$ cat config.mk
export PLATFORM = sky130hd
export DESIGN_NAME = store_buffer
export DESIGN_NICKNAME = d
export VERILOG_FILES = /design/src/rtl/store_buffer.sv
export SDC_FILE = /design/constraint.sdc
export NUM_CORES = 1
export LEC_CHECK = 0
export BUFFER_PORTS_ARGS = -buffer_cell sky130_fd_sc_hd__buf_4
export CORE_UTILIZATION = 59
export DETAILED_ROUTE_END_ITERATION = 6
export PLACE_DENSITY = 0.85
export SLEW_MARGIN = 25
export SYNTH_ARGS = -nofsm -noshare
export SYNTH_HDL_FRONTEND = slang
export SYNTH_SLANG_ARGS = --single-unit
$ cat constraint.sdc
create_clock -name clk -period 16.6 [get_ports clk]
set_clock_uncertainty 0.2 [all_clocks]
set_input_delay 3.32 -clock clk [delete_from_list [all_inputs] [get_ports clk]]
set_output_delay 3.32 -clock clk [all_outputs]
set_load 0.1 [all_outputs]
$ cat src/rtl/store_buffer.sv
// Store buffer: aligns sb/sh/sw into byte lanes, flags AdES, queues stores and drains them in order over req/ack.
// Pushed entry reaches the bus the cycle after the edge; MEM stalls when full without a pop, or when a load hits a pending word.
module store_buffer #(
  parameter int DEPTH = 2,
  parameter int PTRW  = 1
) (
  input  logic            clk,
  input  logic            reset,
  input  logic [1:0]      MEMStoreType,
  input  logic [31:0]     MEMAddr,
  input  logic [31:0]     MEMStoreData,
  input  logic [31:0]     MEMPC,
  input  logic            MEMFlush,
  input  logic            MEMLoadValid,
  input  logic [31:0]     MEMLoadAddr,
  output logic            MEMStall,
  output logic            MEMAdES,
  output logic [PTRW:0]   StoreCount,
  output logic            BusReq,
  output logic [31:0]     BusAddr,
  output logic [31:0]     BusWData,
  output logic [3:0]      BusByteEn,
  output logic [31:0]     BusPC,
  input  logic            BusAck
);

  typedef struct packed {
    logic [29:0] waddr;
    logic [31:0] wdata;
    logic [3:0]  be;
    logic [31:0] pc;
  } entry_t;

  localparam logic [PTRW:0]   FULL_CNT = (PTRW+1)'(DEPTH);
  localparam logic [PTRW:0]   CNT_ONE  = (PTRW+1)'(1);
  localparam logic [PTRW-1:0] PTR_ONE  = PTRW'(1);

  entry_t            mem [DEPTH];
  logic [DEPTH-1:0]  valid;
  logic [PTRW-1:0]   rd_ptr;
  logic [PTRW-1:0]   wr_ptr;
  logic [PTRW:0]     count;

  entry_t            new_entry;
  entry_t            head;
  logic              store_valid;
  logic              store_stall;
  logic              load_hit;
  logic              pop;
  logic              push;
  logic              unused_load_lsbs;

  assign unused_load_lsbs = &{1'b0, MEMLoadAddr[1:0]};

  assign MEMAdES = ((MEMStoreType == 2'd2) && MEMAddr[0]) ||
                   ((MEMStoreType == 2'd3) && (MEMAddr[1:0] != 2'b00));

  // Lane replication lets the bus pick bytes purely by byte enable.
  always_comb begin
    new_entry       = '0;
    new_entry.waddr = MEMAddr[31:2];
    new_entry.pc    = MEMPC;
    case (MEMStoreType)
      2'd1: begin
        new_entry.be    = 4'b0001 << MEMAddr[1:0];
        new_entry.wdata = {4{MEMStoreData[7:0]}};
      end
      2'd2: begin
        new_entry.be    = MEMAddr[1] ? 4'b1100 : 4'b0011;
        new_entry.wdata = {2{MEMStoreData[15:0]}};
      end
      2'd3: begin
        new_entry.be    = 4'b1111;
        new_entry.wdata = MEMStoreData;
      end
      default: begin
        new_entry.be    = 4'b0000;
        new_entry.wdata = '0;
      end
    endcase
  end

  // Word-granular match: partial overlaps still stall rather than forward.
  always_comb begin
    load_hit = 1'b0;
    for (int i = 0; i < DEPTH; i++) begin
      if (MEMLoadValid && valid[i] && (mem[i].waddr == MEMLoadAddr[31:2]))
        load_hit = 1'b1;
    end
  end

  assign head        = mem[rd_ptr];
  assign BusReq      = (count != '0);
  assign pop         = BusReq && BusAck;
  assign store_valid = (MEMStoreType != 2'd0) && !MEMAdES && !MEMFlush;
  assign store_stall = store_valid && (count == FULL_CNT) && !pop;
  assign MEMStall    = store_stall || load_hit;
  assign push        = store_valid && !MEMStall;

  assign BusAddr    = BusReq ? {head.waddr, 2'b00} : 32'h0;
  assign BusWData   = BusReq ? head.wdata : 32'h0;
  assign BusByteEn  = BusReq ? head.be : 4'h0;
  assign BusPC      = BusReq ? head.pc : 32'h0;
  assign StoreCount = count;

  always_ff @(posedge clk) begin
    if (!reset) begin
      count  <= '0;
      rd_ptr <= '0;
      wr_ptr <= '0;
      valid  <= '0;
      for (int i = 0; i < DEPTH; i++) mem[i] <= '0;
    end else begin
      if (pop) begin
        valid[rd_ptr] <= 1'b0;
        rd_ptr        <= rd_ptr + PTR_ONE;
      end
      // When full, push and pop share a slot; the push must win the valid bit.
      if (push) begin
        mem[wr_ptr]   <= new_entry;
        valid[wr_ptr] <= 1'b1;
        wr_ptr        <= wr_ptr + PTR_ONE;
      end
      case ({push, pop})
        2'b10:   count <= count + CNT_ONE;
        2'b01:   count <= count - CNT_ONE;
        default: count <= count;
      endcase
    end
  end

endmodule
* Word-level counts from Yosys, hierarchy flattened *
Memory sizes are Yosys's and may differ from the RTL's. A register that Yosys moved wholly into a read port is not among the register bits.
Cells that the tools add are included.

word-level totals
  memories = 1
  word-level logic and storage cells = 75
  register bits after elaboration = 6
  input bits = 135
  output and inout bits = 105
  RAM bits = 196

memory list
  name  depth  width  rd ports  clocked after memory_dff  write ports  line  RTL
  mem   2      98     3         1                         2            38    entry_t mem [DEPTH];

cells by class
  $add $sub $neg = 4
  order comparisons = 4
  reductions and logical operators = 25
  equal/unequal tests = 8
  shifts and indexed selects = 1
  muxes and demuxes = 25
  bitwise logic cells = 3

operator list
  kind                 count
  $pmux 36 s3          1
  $mux 98              1
  $reduce_or 98->1     1
  $mux 32              3
  $eq 30x30->1         2
  $logic_and 1x1->1    14
  $mux 1               12
  $eq 2x2->1 const B   4
  $mux 4               2
  $reduce_bool 2->1    4
  $mux 2               3
  $eq 2x1->1 const B   2
  $logic_not 1->1      4
  $lt 1x2->1 const B   2
  $pmux 2 s2           1
  $shl 1x2->4 const A  1
  $add 1x1->1 const B  2
  $add 2x1->2 const B  1
  $and 2x2->2          1
  $demux 1 s1          2
  $ge 1x1->1 const B   2
  $logic_or 1x1->1     2
  $not 2->2            1
  $or 2x2->2           1
  $sub 2x1->2 const B  1

* Longest topological paths before layout *
  depth after elaboration = 16
  depth in mapped cells = 11
  depth with buffers taken out = 9

* Least setup slack after synthesis *
OpenSTA, ideal clock, no wires.

  path type = input -> register
  start point = input port MEMAddr[1]
  end point = memory mem[0][0] (netlist name), enable pin
  cell stages on the path = 8
  setup time = 0.567 ns
  path slack = 6.711 ns
  path buffers = 2
  required time = 15.833 ns
  arrival = 9.122 ns
  cell sequence = a21oi_1 -> nor2_1 -> a211oi_2 -> nand2b_1 -> or2_1 -> clkbuf_1 -> buf_2 -> o21ai_1

RTL lines
  element      line  RTL
  from (decl)  10    input logic [31:0] MEMAddr,
  to (decl)    38

* Worst setup path after layout *
  start point = input port MEMLoadAddr[20]
  end point = output port MEMStall

on the way
  cells in the longest elaborated chain, start to end = 5
  elaborated cells on any way between the ends = 7
  classes of those cells = eq/ne (2); mux (2); reduce/logical (3)

RTL lines
  element             line  RTL
  from (decl)         15    input logic [31:0] MEMLoadAddr,
  $eq 30x30->1        87    if (MEMLoadValid && valid[i] && (mem[i].waddr == MEMLoadAddr[31:2]))
  $logic_and 1x1->1   87
  $mux 1              87
  $mux 1 *            87
  $logic_or 1x1->1 *  97    assign MEMStall = store_stall || load_hit;
  to (decl)           16    output logic MEMStall,

Every way passes the cells marked *; elsewhere a longest branch is shown, timed or not.

==> impl_metrics.tcl <==
set metrics [dict create \
    finalCriticalPeriod_ns 8.79 \
    clock_latency_ns 0.49 \
    areaGrowthSynthToFinish_pct 26.4 \
    dp.cells 1250 \
    grt_pass1_vias 7226 \
    synth_area_per_cell_um2 12.1 \
    ys_types 41 \
    clockBufferDepth 3 \
    routed_via_density 5.57 \
    fmax_mhz 114 \
    drc 0 \
    finalCritPeriodShare 0.529 \
    tightest_slew_ns 0.988 \
    synth_seq_cells 203 \
    synth_area_um2 10200 \
    dieWidth_um 133 \
    fin_cells 1287 \
    std_cell_rows 47 \
    dpl.hpwl_um 16500 \
    htreeDepth 1 \
    power_density_nw_per_um2 169 \
    fillers 1090 \
    synth.most_common_cell "edfxtp_1" \
    ctsResizeCount 0 \
    hold_buffers 0 \
    crit_path_max_fanout 30 \
    antenna_found_initial 0 \
    initial_core_util 0.610 \
    cp_top_family "buffers and inverters" \
    overflow 0 \
    crit_top_cell "buf_4" \
    drt_wl_total_um 24700 \
    synth_ff_type "edfxtp_1" \
    ios 240 \
    post-place-ws_ns 7.86 \
    synth_edf_count 196 \
    postCtsSetupBuffers 0 \
    vias 7173 \
    drt_iter0_markers 406 \
    synthCells 840 \
    path_buf_inv 3 \
    tns_ns 0 \
    endpoint_kind "output pin" \
    slowest_stage "nor4_1" \
    worstSetupPathType "in2out" \
    required_ns 13.08 \
    status "completed" \
    start_kind "primary input" \
    cts_buffers 21 \
    diodes 0 \
    die-area_um2 17800 \
    yosysTopAreaCell "edfxtp_1" \
    async_reset_ff_frac 0 \
    wire_per_inst_um 19.2 \
    final_layout_size_suffix_gt1_frac 0.283 \
    slew_headroom 0.341 \
    die-height_um 133 \
    yosysTopAreaCellShare 0.577 \
    ys_top_cells_by_area "edfxtp_1, mux2i_1, and2_1" \
    port-buffer-count 235 \
    setup_ws_ns 7.81 \
    utilization 0.772 \
    hold_viol_final 0 \
    crit_arrival_ns 5.27 \
    final_nets 1189 \
    core_um2 16700 \
    cts_root_buf "clkbuf_16" \
    slowest_delay_ns 0.40 \
    setup_viol 0 \
    path_clk_slew_ns 0.06 \
    vdd_drop_max_mv 0.187 \
    cts_tree "done" \
    grt_max_degree 74 \
    grt_pass1_wl_um 37800 \
    synth_commonest_cells "edfxtp_1, and2_1, nor2_1" \
    leakagePower_nw 5.16 \
    cts_num_sinks 203 \
    min_path_type "reg2reg" \
    postRouteAntennaNets 0 \
    seq_area_frac_synth 0.591 \
    slew_violations 0 \
    cp_cell_sequence "buf_4, xor2_1, nor4_1, nand4_1, o22ai_2, buf_4, a21o_1, buf_4" \
    drtPass1Iterations 4 \
    rsz0062_at_grt "no" \
    grtUsageTotal 0.278 \
    gp_congestion 0.850 \
    synth-warning-count 0 \
    maxCapViolations 0 \
]
## report_power, final
group,internal (mW),switching [mW]
logic,0.222,0.763
clock network,0.354,0.188
registers,0.609,0.0407
## metal layers
metal  global-route usage  vias up  wire (um)
met5                    0        -          0
met3               0.0472       37       1830
met4               0.0802        0        571
met1                0.372     3461      10000
met2                0.467      290      12300
li1                     -     3385          -
## path summary, 6_finish.rpt
path	from	end	slack (ns)	depth (start not counted)
worst min register to register	valid[0]	valid[0]	0.30	2
worst max register to register	mem[0][89]	mem[0][11]	13.12	9
worst min-delay path	valid[0]	valid[0]	0.30	2
worst max-delay path	MEMLoadAddr[20]	MEMStall	7.81	8
## state kept, by name, indices dropped and copies added (netlist names), named ones only
| register | cells |
|---|---|
| mem | 196 |
| StoreCount | 2 |
| valid | 2 |
| rd_ptr | 1 |
| wr_ptr | 1 |
## cell type report
cell class	count	area (um2)	share of cell area
Clock inverter	15	269	0.0209
Timing Repair Buffer	246	1860	0.144
Sequential cell	203	6030	0.468
Tap cell	220	275	0.0214
Inverter	6	22.5	0.00175
Multi-Input combinational cell	575	3900	0.303
Clock buffer	22	529	0.0411
## cells in the final DEF, fill, tap and decap left out, drive strengths merged
cell type,n
a211oi,1
a21boi,8
a21o,1
a21oi,10
a22o,1
a22oi,11
a2bb2oi,1
a31o,1
and2,147
buf,246
bufinv,8
clkbuf,22
clkinv,7
conb,2
dfxtp,7
edfxtp,196
ha,1
inv,6
mux2,14
mux2i,99
nand2,18
nand2b,1
nand4,4
nor2,109
nor2b,1
nor3,55
nor3b,1
nor4,14
o211ai,1
o21ai,6
o22ai,2
or2,1
or3,1
or3b,1
xnor2,3
xor2,60
## per-stage QoR
step / instance area [um2] / hold slack, ns / power (mW)
2_1_floorplan: 10200 / 0.249 / 1.42
6_report: 12900 / 0.303 / 2.18
3_5_place_dp: 12100 / 0.299 / 1.65
4_1_cts: 12900 / 0.307 / 2.18
3_3_place_gp: 12100 / 0.285 / 1.63
5_1_grt: 12900 / 0.333 / 2.24
## tightest hold or removal path: stages (launching register included)
cell and delay, ns:
dfxtp_1 0.32, o211ai_1 0.07, o21ai_1 0.06
## cell families after synthesis
group                      Yosys count  share of synthesized area
muxes                              113                      0.113
adders and majority gates            1                    0.00123
and+or+nand+nor                    353                      0.181
DFF                                203                      0.591
xor gates and xnor gates            63                     0.0541
buffers and inverters               63                     0.0308
other                                1                   0.000368
AOI/OAI and AO/OA                   43                     0.0284
Power figures use the tool's default switching activity.
